## src/rtl/csr_axil_initiator_pkg.sv

```systemverilog
// Shared types and constants for the CSR AXI-lite initiator.
package csr_axil_initiator_pkg;

   // Top-level sequencing states of the initiator.
   typedef enum logic [2:0] {
      StIdle,
      StWrReq,
      StWrResp,
      StRdReq,
      StRdResp,
      StRsp
   } t_csr_init_state;

   // Response error codes returned on rsp_err.
   localparam logic [1:0] RSP_OK         = 2'b00;
   localparam logic [1:0] RSP_SLVERR     = 2'b01;
   localparam logic [1:0] RSP_TIMEOUT    = 2'b10;
   localparam logic [1:0] RSP_IDMISMATCH = 2'b11;

   // AXI bresp/rresp encodings.
   localparam logic [1:0] OKAY   = 2'b00;
   localparam logic [1:0] SLVERR = 2'b10;
   localparam logic [1:0] DECERR = 2'b11;

   // Saturating add for the 8-bit stale-response counter.
   function automatic logic [7:0] sat_add8(input logic [7:0] base, input logic [1:0] inc);
      logic [8:0] sum;
      sum = {1'b0, base} + {7'b0, inc};
      return sum[8] ? 8'hFF : sum[7:0];
   endfunction

endpackage

```

## src/rtl/csr_axil_initiator_if.sv

```systemverilog
// AXI-lite bus between the CSR initiator (master) and a CSR target (slave).
interface csr_axil_initiator_if #(
   parameter int unsigned ADDR_W = 16,
   parameter int unsigned DATA_W = 64,
   parameter int unsigned ID_W   = 4
);
   logic                  awvalid;
   logic                  awready;
   logic [ADDR_W-1:0]     awaddr;
   logic [ID_W-1:0]       awid;

   logic                  wvalid;
   logic                  wready;
   logic [DATA_W-1:0]     wdata;
   logic [DATA_W/8-1:0]   wstrb;

   logic                  bvalid;
   logic                  bready;
   logic [ID_W-1:0]       bid;
   logic [1:0]            bresp;

   logic                  arvalid;
   logic                  arready;
   logic [ADDR_W-1:0]     araddr;
   logic [ID_W-1:0]       arid;

   logic                  rvalid;
   logic                  rready;
   logic [DATA_W-1:0]     rdata;
   logic [ID_W-1:0]       rid;
   logic [1:0]            rresp;

   modport master (
      output awvalid, awaddr, awid, input awready,
      output wvalid, wdata, wstrb, input wready,
      input bvalid, bid, bresp, output bready,
      output arvalid, araddr, arid, input arready,
      input rvalid, rdata, rid, rresp, output rready
   );

   modport slave (
      input awvalid, awaddr, awid, output awready,
      input wvalid, wdata, wstrb, output wready,
      output bvalid, bid, bresp, input bready,
      input arvalid, araddr, arid, output arready,
      output rvalid, rdata, rid, rresp, input rready
   );
endinterface

```

## src/rtl/csr_init_timeout_cntr.sv

```systemverilog
// Response-wait counter: cleared before a response phase, counts waiting cycles,
// flags the last permitted waiting cycle.
module csr_init_timeout_cntr #(
   parameter int unsigned TIMEOUT_CYCLES = 1024
) (
   input  logic clk,
   input  logic reset_n,
   input  logic clear,
   input  logic enable,
   output logic expired
);
   localparam int unsigned CNT_W = $clog2(TIMEOUT_CYCLES + 1);
   localparam logic [CNT_W-1:0] LAST = CNT_W'(TIMEOUT_CYCLES - 1);

   logic [CNT_W-1:0] count_q;

   // expired marks the TIMEOUT_CYCLES-th waiting cycle; the FSM leaves on its edge.
   assign expired = enable && (count_q == LAST);

   // Count waiting cycles; hold once the limit is hit.
   always_ff @(posedge clk) begin
      if (!reset_n || clear) begin
         count_q <= '0;
      end else if (enable && !expired) begin
         count_q <= count_q + CNT_W'(1);
      end
   end
endmodule

```

## src/rtl/csr_axil_initiator.sv

```systemverilog
// CSR command stream to single outstanding AXI-lite transactions, with response
// timeout and draining of stale responses.
module csr_axil_initiator
   import csr_axil_initiator_pkg::*;
#(
   parameter int unsigned ADDR_W         = 16,
   parameter int unsigned DATA_W         = 64,
   parameter int unsigned ID_W           = 4,
   parameter int unsigned TIMEOUT_CYCLES = 1024
) (
   input  logic              clk,
   input  logic              reset_n,
   input  logic              cmd_valid,
   output logic              cmd_ready,
   input  logic              cmd_write,
   input  logic [ADDR_W-1:0] cmd_addr,
   input  logic [DATA_W-1:0] cmd_data,
   output logic              rsp_valid,
   input  logic              rsp_ready,
   output logic [DATA_W-1:0] rsp_data,
   output logic [1:0]        rsp_err,
   output logic [7:0]        stale_cnt,
   csr_axil_initiator_if.master axi
);
   t_csr_init_state   state_q;
   logic              cmd_ready_q;
   logic              awvalid_q;
   logic              wvalid_q;
   logic              arvalid_q;
   logic              resp_ready_q;
   logic              rsp_valid_q;
   logic [DATA_W-1:0] rsp_data_q;
   logic [1:0]        rsp_err_q;
   logic [7:0]        stale_cnt_q;
   logic [ID_W-1:0]   next_id_q;
   logic [ID_W-1:0]   id_q;
   logic [ADDR_W-1:0] addr_q;
   logic [DATA_W-1:0] data_q;

   logic              b_hs;
   logic              r_hs;
   logic              b_stale;
   logic              r_stale;
   logic              aw_done;
   logic              w_done;
   logic              tmo_clear;
   logic              tmo_enable;
   logic              tmo_expired;
   logic [2:0]        unused_addr_lsb;

   // Bus addresses are 8-byte aligned; the low bits are dropped.
   assign unused_addr_lsb = cmd_addr[2:0];

   assign cmd_ready   = cmd_ready_q;
   assign rsp_valid   = rsp_valid_q;
   assign rsp_data    = rsp_data_q;
   assign rsp_err     = rsp_err_q;
   assign stale_cnt   = stale_cnt_q;

   assign axi.awvalid = awvalid_q;
   assign axi.awaddr  = addr_q;
   assign axi.awid    = id_q;
   assign axi.wvalid  = wvalid_q;
   assign axi.wdata   = data_q;
   assign axi.wstrb   = '1;
   assign axi.arvalid = arvalid_q;
   assign axi.araddr  = addr_q;
   assign axi.arid    = id_q;
   // Ready is held high everywhere outside reset so late responses are always drained.
   assign axi.bready  = resp_ready_q;
   assign axi.rready  = resp_ready_q;

   assign b_hs    = axi.bvalid && resp_ready_q;
   assign r_hs    = axi.rvalid && resp_ready_q;
   // Only the channel owned by the current response state is consumed as a response.
   assign b_stale = b_hs && (state_q != StWrResp);
   assign r_stale = r_hs && (state_q != StRdResp);

   assign aw_done = !awvalid_q || axi.awready;
   assign w_done  = !wvalid_q || axi.wready;

   // Request states always precede a response state, so clearing here zeroes it on entry.
   assign tmo_clear  = (state_q == StWrReq) || (state_q == StRdReq);
   assign tmo_enable = (state_q == StWrResp) || (state_q == StRdResp);

   csr_init_timeout_cntr #(
      .TIMEOUT_CYCLES(TIMEOUT_CYCLES)
   ) u_timeout (
      .clk     (clk),
      .reset_n (reset_n),
      .clear   (tmo_clear),
      .enable  (tmo_enable),
      .expired (tmo_expired)
   );

   // Main FSM with registered handshake and response outputs.
   always_ff @(posedge clk) begin
      if (!reset_n) begin
         state_q      <= StIdle;
         cmd_ready_q  <= 1'b0;
         awvalid_q    <= 1'b0;
         wvalid_q     <= 1'b0;
         arvalid_q    <= 1'b0;
         resp_ready_q <= 1'b0;
         rsp_valid_q  <= 1'b0;
         rsp_data_q   <= '0;
         rsp_err_q    <= RSP_OK;
         stale_cnt_q  <= '0;
         next_id_q    <= '0;
         id_q         <= '0;
         addr_q       <= '0;
         data_q       <= '0;
      end else begin
         resp_ready_q <= 1'b1;
         stale_cnt_q  <= sat_add8(stale_cnt_q, {1'b0, b_stale} + {1'b0, r_stale});
         unique case (state_q)
            StIdle: begin
               cmd_ready_q <= 1'b1;
               if (cmd_ready_q && cmd_valid) begin
                  cmd_ready_q <= 1'b0;
                  addr_q      <= {cmd_addr[ADDR_W-1:3], 3'b000};
                  data_q      <= cmd_data;
                  id_q        <= next_id_q;
                  next_id_q   <= next_id_q + ID_W'(1);
                  if (cmd_write) begin
                     state_q   <= StWrReq;
                     awvalid_q <= 1'b1;
                     wvalid_q  <= 1'b1;
                  end else begin
                     state_q   <= StRdReq;
                     arvalid_q <= 1'b1;
                  end
               end
            end
            StWrReq: begin
               if (axi.awready) awvalid_q <= 1'b0;
               if (axi.wready) wvalid_q <= 1'b0;
               if (aw_done && w_done) state_q <= StWrResp;
            end
            StRdReq: begin
               if (axi.arready) begin
                  arvalid_q <= 1'b0;
                  state_q   <= StRdResp;
               end
            end
            StWrResp: begin
               if (b_hs) begin
                  state_q     <= StRsp;
                  rsp_valid_q <= 1'b1;
                  rsp_data_q  <= '0;
                  if (axi.bid != id_q) rsp_err_q <= RSP_IDMISMATCH;
                  else if (axi.bresp != OKAY) rsp_err_q <= RSP_SLVERR;
                  else rsp_err_q <= RSP_OK;
               end else if (tmo_expired) begin
                  state_q     <= StRsp;
                  rsp_valid_q <= 1'b1;
                  rsp_data_q  <= '0;
                  rsp_err_q   <= RSP_TIMEOUT;
               end
            end
            StRdResp: begin
               if (r_hs) begin
                  state_q     <= StRsp;
                  rsp_valid_q <= 1'b1;
                  rsp_data_q  <= '0;
                  if (axi.rid != id_q) begin
                     rsp_err_q <= RSP_IDMISMATCH;
                  end else if (axi.rresp != OKAY) begin
                     rsp_err_q <= RSP_SLVERR;
                  end else begin
                     rsp_err_q  <= RSP_OK;
                     rsp_data_q <= axi.rdata;
                  end
               end else if (tmo_expired) begin
                  state_q     <= StRsp;
                  rsp_valid_q <= 1'b1;
                  rsp_data_q  <= '0;
                  rsp_err_q   <= RSP_TIMEOUT;
               end
            end
            StRsp: begin
               if (rsp_ready) begin
                  rsp_valid_q <= 1'b0;
                  cmd_ready_q <= 1'b1;
                  state_q     <= StIdle;
               end
            end
            default: state_q <= StIdle;
         endcase
      end
   end
endmodule

```

## src/flat_wrapper.sv

```systemverilog
// flat-port wrapper written by rule: the top's interface ports become plain ports
module csr_axil_initiator_flat import csr_axil_initiator_pkg::*;
#(
   parameter int unsigned ADDR_W         = 16,
   parameter int unsigned DATA_W         = 64,
   parameter int unsigned ID_W           = 4,
   parameter int unsigned TIMEOUT_CYCLES = 1024
)
  (clk, reset_n, cmd_valid, cmd_ready, cmd_write, cmd_addr, cmd_data, rsp_valid, rsp_ready, rsp_data, rsp_err, stale_cnt, axi_awvalid, axi_awaddr, axi_awid, axi_awready, axi_wvalid, axi_wdata, axi_wstrb, axi_wready, axi_bvalid, axi_bid, axi_bresp, axi_bready, axi_arvalid, axi_araddr, axi_arid, axi_arready, axi_rvalid, axi_rdata, axi_rid, axi_rresp, axi_rready);
  csr_axil_initiator_if #(.ADDR_W(ADDR_W), .DATA_W(DATA_W), .ID_W(ID_W)) axi_i ();
  input  logic clk;
  input  logic reset_n;
  input  logic cmd_valid;
  output logic cmd_ready;
  input  logic cmd_write;
  input  logic [ADDR_W-1:0] cmd_addr;
  input  logic [DATA_W-1:0] cmd_data;
  output logic rsp_valid;
  input  logic rsp_ready;
  output logic [DATA_W-1:0] rsp_data;
  output logic [1:0] rsp_err;
  output logic [7:0] stale_cnt;
  output wire logic [$bits(axi_i.awvalid)-1:0] axi_awvalid;
  output wire logic [$bits(axi_i.awaddr)-1:0] axi_awaddr;
  output wire logic [$bits(axi_i.awid)-1:0] axi_awid;
  input wire logic [$bits(axi_i.awready)-1:0] axi_awready;
  output wire logic [$bits(axi_i.wvalid)-1:0] axi_wvalid;
  output wire logic [$bits(axi_i.wdata)-1:0] axi_wdata;
  output wire logic [$bits(axi_i.wstrb)-1:0] axi_wstrb;
  input wire logic [$bits(axi_i.wready)-1:0] axi_wready;
  input wire logic [$bits(axi_i.bvalid)-1:0] axi_bvalid;
  input wire logic [$bits(axi_i.bid)-1:0] axi_bid;
  input wire logic [$bits(axi_i.bresp)-1:0] axi_bresp;
  output wire logic [$bits(axi_i.bready)-1:0] axi_bready;
  output wire logic [$bits(axi_i.arvalid)-1:0] axi_arvalid;
  output wire logic [$bits(axi_i.araddr)-1:0] axi_araddr;
  output wire logic [$bits(axi_i.arid)-1:0] axi_arid;
  input wire logic [$bits(axi_i.arready)-1:0] axi_arready;
  input wire logic [$bits(axi_i.rvalid)-1:0] axi_rvalid;
  input wire logic [$bits(axi_i.rdata)-1:0] axi_rdata;
  input wire logic [$bits(axi_i.rid)-1:0] axi_rid;
  input wire logic [$bits(axi_i.rresp)-1:0] axi_rresp;
  output wire logic [$bits(axi_i.rready)-1:0] axi_rready;
  assign axi_awvalid = axi_i.awvalid;
  assign axi_awaddr = axi_i.awaddr;
  assign axi_awid = axi_i.awid;
  assign axi_i.awready = axi_awready;
  assign axi_wvalid = axi_i.wvalid;
  assign axi_wdata = axi_i.wdata;
  assign axi_wstrb = axi_i.wstrb;
  assign axi_i.wready = axi_wready;
  assign axi_i.bvalid = axi_bvalid;
  assign axi_i.bid = axi_bid;
  assign axi_i.bresp = axi_bresp;
  assign axi_bready = axi_i.bready;
  assign axi_arvalid = axi_i.arvalid;
  assign axi_araddr = axi_i.araddr;
  assign axi_arid = axi_i.arid;
  assign axi_i.arready = axi_arready;
  assign axi_i.rvalid = axi_rvalid;
  assign axi_i.rdata = axi_rdata;
  assign axi_i.rid = axi_rid;
  assign axi_i.rresp = axi_rresp;
  assign axi_rready = axi_i.rready;
  csr_axil_initiator #(.ADDR_W(ADDR_W), .DATA_W(DATA_W), .ID_W(ID_W), .TIMEOUT_CYCLES(TIMEOUT_CYCLES)) u_core (.clk(clk), .reset_n(reset_n), .cmd_valid(cmd_valid), .cmd_ready(cmd_ready), .cmd_write(cmd_write), .cmd_addr(cmd_addr), .cmd_data(cmd_data), .rsp_valid(rsp_valid), .rsp_ready(rsp_ready), .rsp_data(rsp_data), .rsp_err(rsp_err), .stale_cnt(stale_cnt), .axi(axi_i));
endmodule
```

## config.mk

```make
export PLATFORM = sky130hd
export DESIGN_NAME = csr_axil_initiator_flat
export DESIGN_NICKNAME = d
export VERILOG_FILES = /design/src/rtl/csr_axil_initiator_pkg.sv /design/src/rtl/csr_axil_initiator_if.sv /design/src/rtl/csr_init_timeout_cntr.sv /design/src/rtl/csr_axil_initiator.sv /design/src/flat_wrapper.sv
export SDC_FILE = /design/constraint.sdc
export NUM_CORES = 1
export LEC_CHECK = 0
export CAP_MARGIN = 0
export CORE_MARGIN = 1.5
export CORE_UTILIZATION = 30
export CTS_BUF_LIST = sky130_fd_sc_hd__clkbuf_8
export DETAILED_ROUTE_END_ITERATION = 10
export GPL_TIMING_DRIVEN = 0
export PLACE_DENSITY_LB_ADDON = 0.08
export SLEW_MARGIN = 20
export SYNTH_ARGS = -nofsm -noshare
export SYNTH_HDL_FRONTEND = slang
export SYNTH_SLANG_ARGS = --single-unit
```

## constraint.sdc

```tcl
create_clock -name clk -period 2.45 [get_ports clk]
set_input_delay 0.245 -clock clk [delete_from_list [all_inputs] [get_ports clk]]
set_output_delay 0.245 -clock clk [all_outputs]
set_load 0.05 [all_outputs]
```

==> results.txt <==
Cell at the slowest stage of the critical path: nor4_4
Largest net degree at the start of global routing: 17
Longest Clk Path Bufs: 2
Max Cap Viol: 0
Leak: 0.00409 uW
Worst-margin pin slew: 833 ps
Status: finished, final reports clean
Aggregate global routing overflow: 0
Synth Instances: 753
CTS root buffer: clkbuf_8
Yosys top cell by area: dfxtp_1
Drt pass-1 iters: 4
PD cells: 785 nW/um^2
Mapped Area: 6780 um^2
Met1 WL: 9450 um
Layout cells sized above 1: 8.55%
Die footprint: 23,500 um^2
Startpoint Class: flip-flop
Worst path bufs/invs: 1
Syn Area/Cell: 9.00 um^2
All-Layer GR Usage: 19.2%
Syn. warnings: 0
Crit path time final: 2290 ps
# setup viols final: 0
Unrepaired setup endpoints after global routing: no
Netlist cell types: 51
EDFF count, synth: 0
Boundary pin count: 359
CP max stage delay: 680 ps
CP Data Arrival Time: 2680 ps
TritonCTS Sinks: 179
Top post-synthesis cells by area: dfxtp_1 (53%), nand2_1 (10%), a22o_1 (8.3%)
Drt first-iter violations: 326
Core area: 22,000 um^2
CTS tree: done
Most common cell in the netlist: nand2_1
Max IR drop VDD: 0.399 mV
Seq/Total Area, Yosys: 52.9%
Synth-to-layout area growth: 62.8%
Rows: 54
Top_reg_cell synth: dfxtp_1
Initial antenna violation count: 0
Final worst slack: 157 ps
Clock Latency Late Sink: 460 ps
Die height: 153 um
Antenna Nets Post-Route: 0
Cts hold-fix bufs: 0
Post-CTS setup buffer count: 0
Post-synth top area share: 52.9%
IO buf count: 341
CP required: 2840 ps
Number of global-route vias before repair: 6,157
Die width: 153 um
Flops & latches, synth: 179
CP max FO: 10
Layout Nets: 1,294
Routed wl met2: 11,000 um
DRT Wirelength: 22,700 um
Critical-path cell list: and2b_1 > and4b_1 > nand4_2 > nor4_4 > buf_6 > a22o_1
Async SR Flop Fraction: 0%
DR WL met3: 2020 um
Crit path capture type: flip-flop
Top Layer Used: met4
Clock Pin Slew Worst Setup and Hold Paths: 100 ps
First-pass GRT wire length: 35,200 um
Post-synth top cells: nand2_1 (182), dfxtp_1 (179), a21oi_1 (97)
Initial Util: 30.8%
Hpwl dp: 17,400 um
CP top delay family: simple AND/OR/NAND/NOR gates
Detailed-route DRC error count: 0
Pins Over Slew Limit: 0
Cts bufs inserted: 17
Fmax: 0.436 GHz
Hold WC Path Type: input pin to flip-flop
Slew headroom: 44.1%
Crit Path Class: flip-flop to flip-flop
Skew final: 17.3 ps
Routed wire per std cell: 16.1 um
Tcrit/Tclk final: 93.6%
RD Place Congestion: 0.807
Pre-CTS WS: -119 ps
CTS H-Tree Depth: 4
Hold slack: 262 ps
Total vias in the final route: 6,475
Ant. Diodes: 0
Fin. Hold Viols: 0
Final core occ: 50.1%
Vias per inst: 4.58
stage by stage:
step | std cells | power [uW] | setup TNS, ps | area, um^2
4_1_cts | 1416 | 8760 | 0 | 11000
2_1_floorplan | 765 | 5380 | 0 | 6830
3_3_place_gp | 1386 | 6560 | -8120 | 10600
3_5_place_dp | 1386 | 6550 | -8630 | 10600
6_report | 1415 | 8660 | 0 | 11000
5_1_grt | 1415 | 9130 | 0 | 11000
layout by cell type, fill, tap and decap left out, types with 12 or more instances in the layout:
| cell | Yosys | routed |
|---|---|---|
| a22o_1 | 64 | 64 |
| clkbuf_8 | 0 | 18 |
| buf_2 | 12 | 12 |
| conb_1 | 2 | 14 |
| dfxtp_1 | 179 | 178 |
| nand2_1 | 182 | 182 |
| a21oi_1 | 97 | 97 |
| clkbuf_1 | 26 | 21 |
| buf_4 | 32 | 32 |
| xor2_1 | 17 | 17 |
| nor2_1 | 30 | 30 |
| nand3_1 | 17 | 17 |
| clkdlybuf4s50_1 | 0 | 341 |
registers in the layout (all words and copies together), names as in the netlist:
register / count
u_core.axi.araddr: 13
u_core.axi.arid: 4
u_core.axi.arvalid: 1
u_core.axi.awvalid: 1
u_core.axi.bready: 1
u_core.axi.wdata: 64
u_core.axi.wvalid: 1
u_core.cmd_ready: 1
u_core.next_id_q: 4
u_core.rsp_data: 64
u_core.rsp_err: 2
u_core.rsp_valid: 1
u_core.stale_cnt: 8
u_core.state_q: 3
u_core.u_timeout.count_q: 11
worst paths after layout:
check	from	endpoint	slack (ps)	cells past startpoint
worst max-delay path	u_core.state_q[2]	u_core.rsp_data[19]	160	6
worst min-delay path	reset_n	u_core.axi.bready	260	1
worst max register to register	u_core.state_q[2]	u_core.rsp_data[19]	160	6
worst min register to register	u_core.axi.wdata[28]	u_core.axi.wdata[28]	460	2
where the power goes:
| part | switching (uW) | internal [uW] | leakage (uW) | total [uW] |
|---|---|---|---|---|
| Combinational | 2020 | 1110 | 0.00243 | 3130 |
| Clock | 1130 | 1050 | 0.000206 | 2180 |
| Sequential | 182 | 3170 | 0.00145 | 3350 |
| Total | 3330 | 5340 | 0.00409 | 8660 |
layer usage:
layer  GRT usage, %  up-vias
met5              0        -
met4           4.95        0
met3           7.46       20
met2           33.4      260
met1           21.9     2921
li1               -     3274
layout make-up:
class                      instances  area [um^2]
tap                              280          350
timing repair buffer             341         3410
inverter                           6         22.5
clock inverter                    12          171
clock buffer                      18          248
sequential                       179         3580
fill                            2153        11000
buffer                            79          482
multi-input combinational        500         2770
worst register-to-register path, stage by stage (launching register included):
cell     delay (ps)
dfxtp_2         410
and2b_1         250
and4b_1         300
nand4_2         210
nor4_4          680
buf_6           240
a22o_1          130
kinds of logic after synthesis:
logic type / Yosys count / share of synthesized area [%]
fa+ha+maj: 4 / 0.849
compound gates: 186 / 18.3
mux: 1 / 0.148
simple gates: 272 / 17.4
flops: 179 / 52.9
buf+inv: 86 / 7.42
xor+xnor: 23 / 2.97
other cells: 2 / 0.111
what timing repair did:
action                                  in CTS  in global routing
endpoints found under the setup margin      60                 66
resized for setup                            6                  5
pin swaps                                    0                  0
Power figures use the tool's default switching activity.
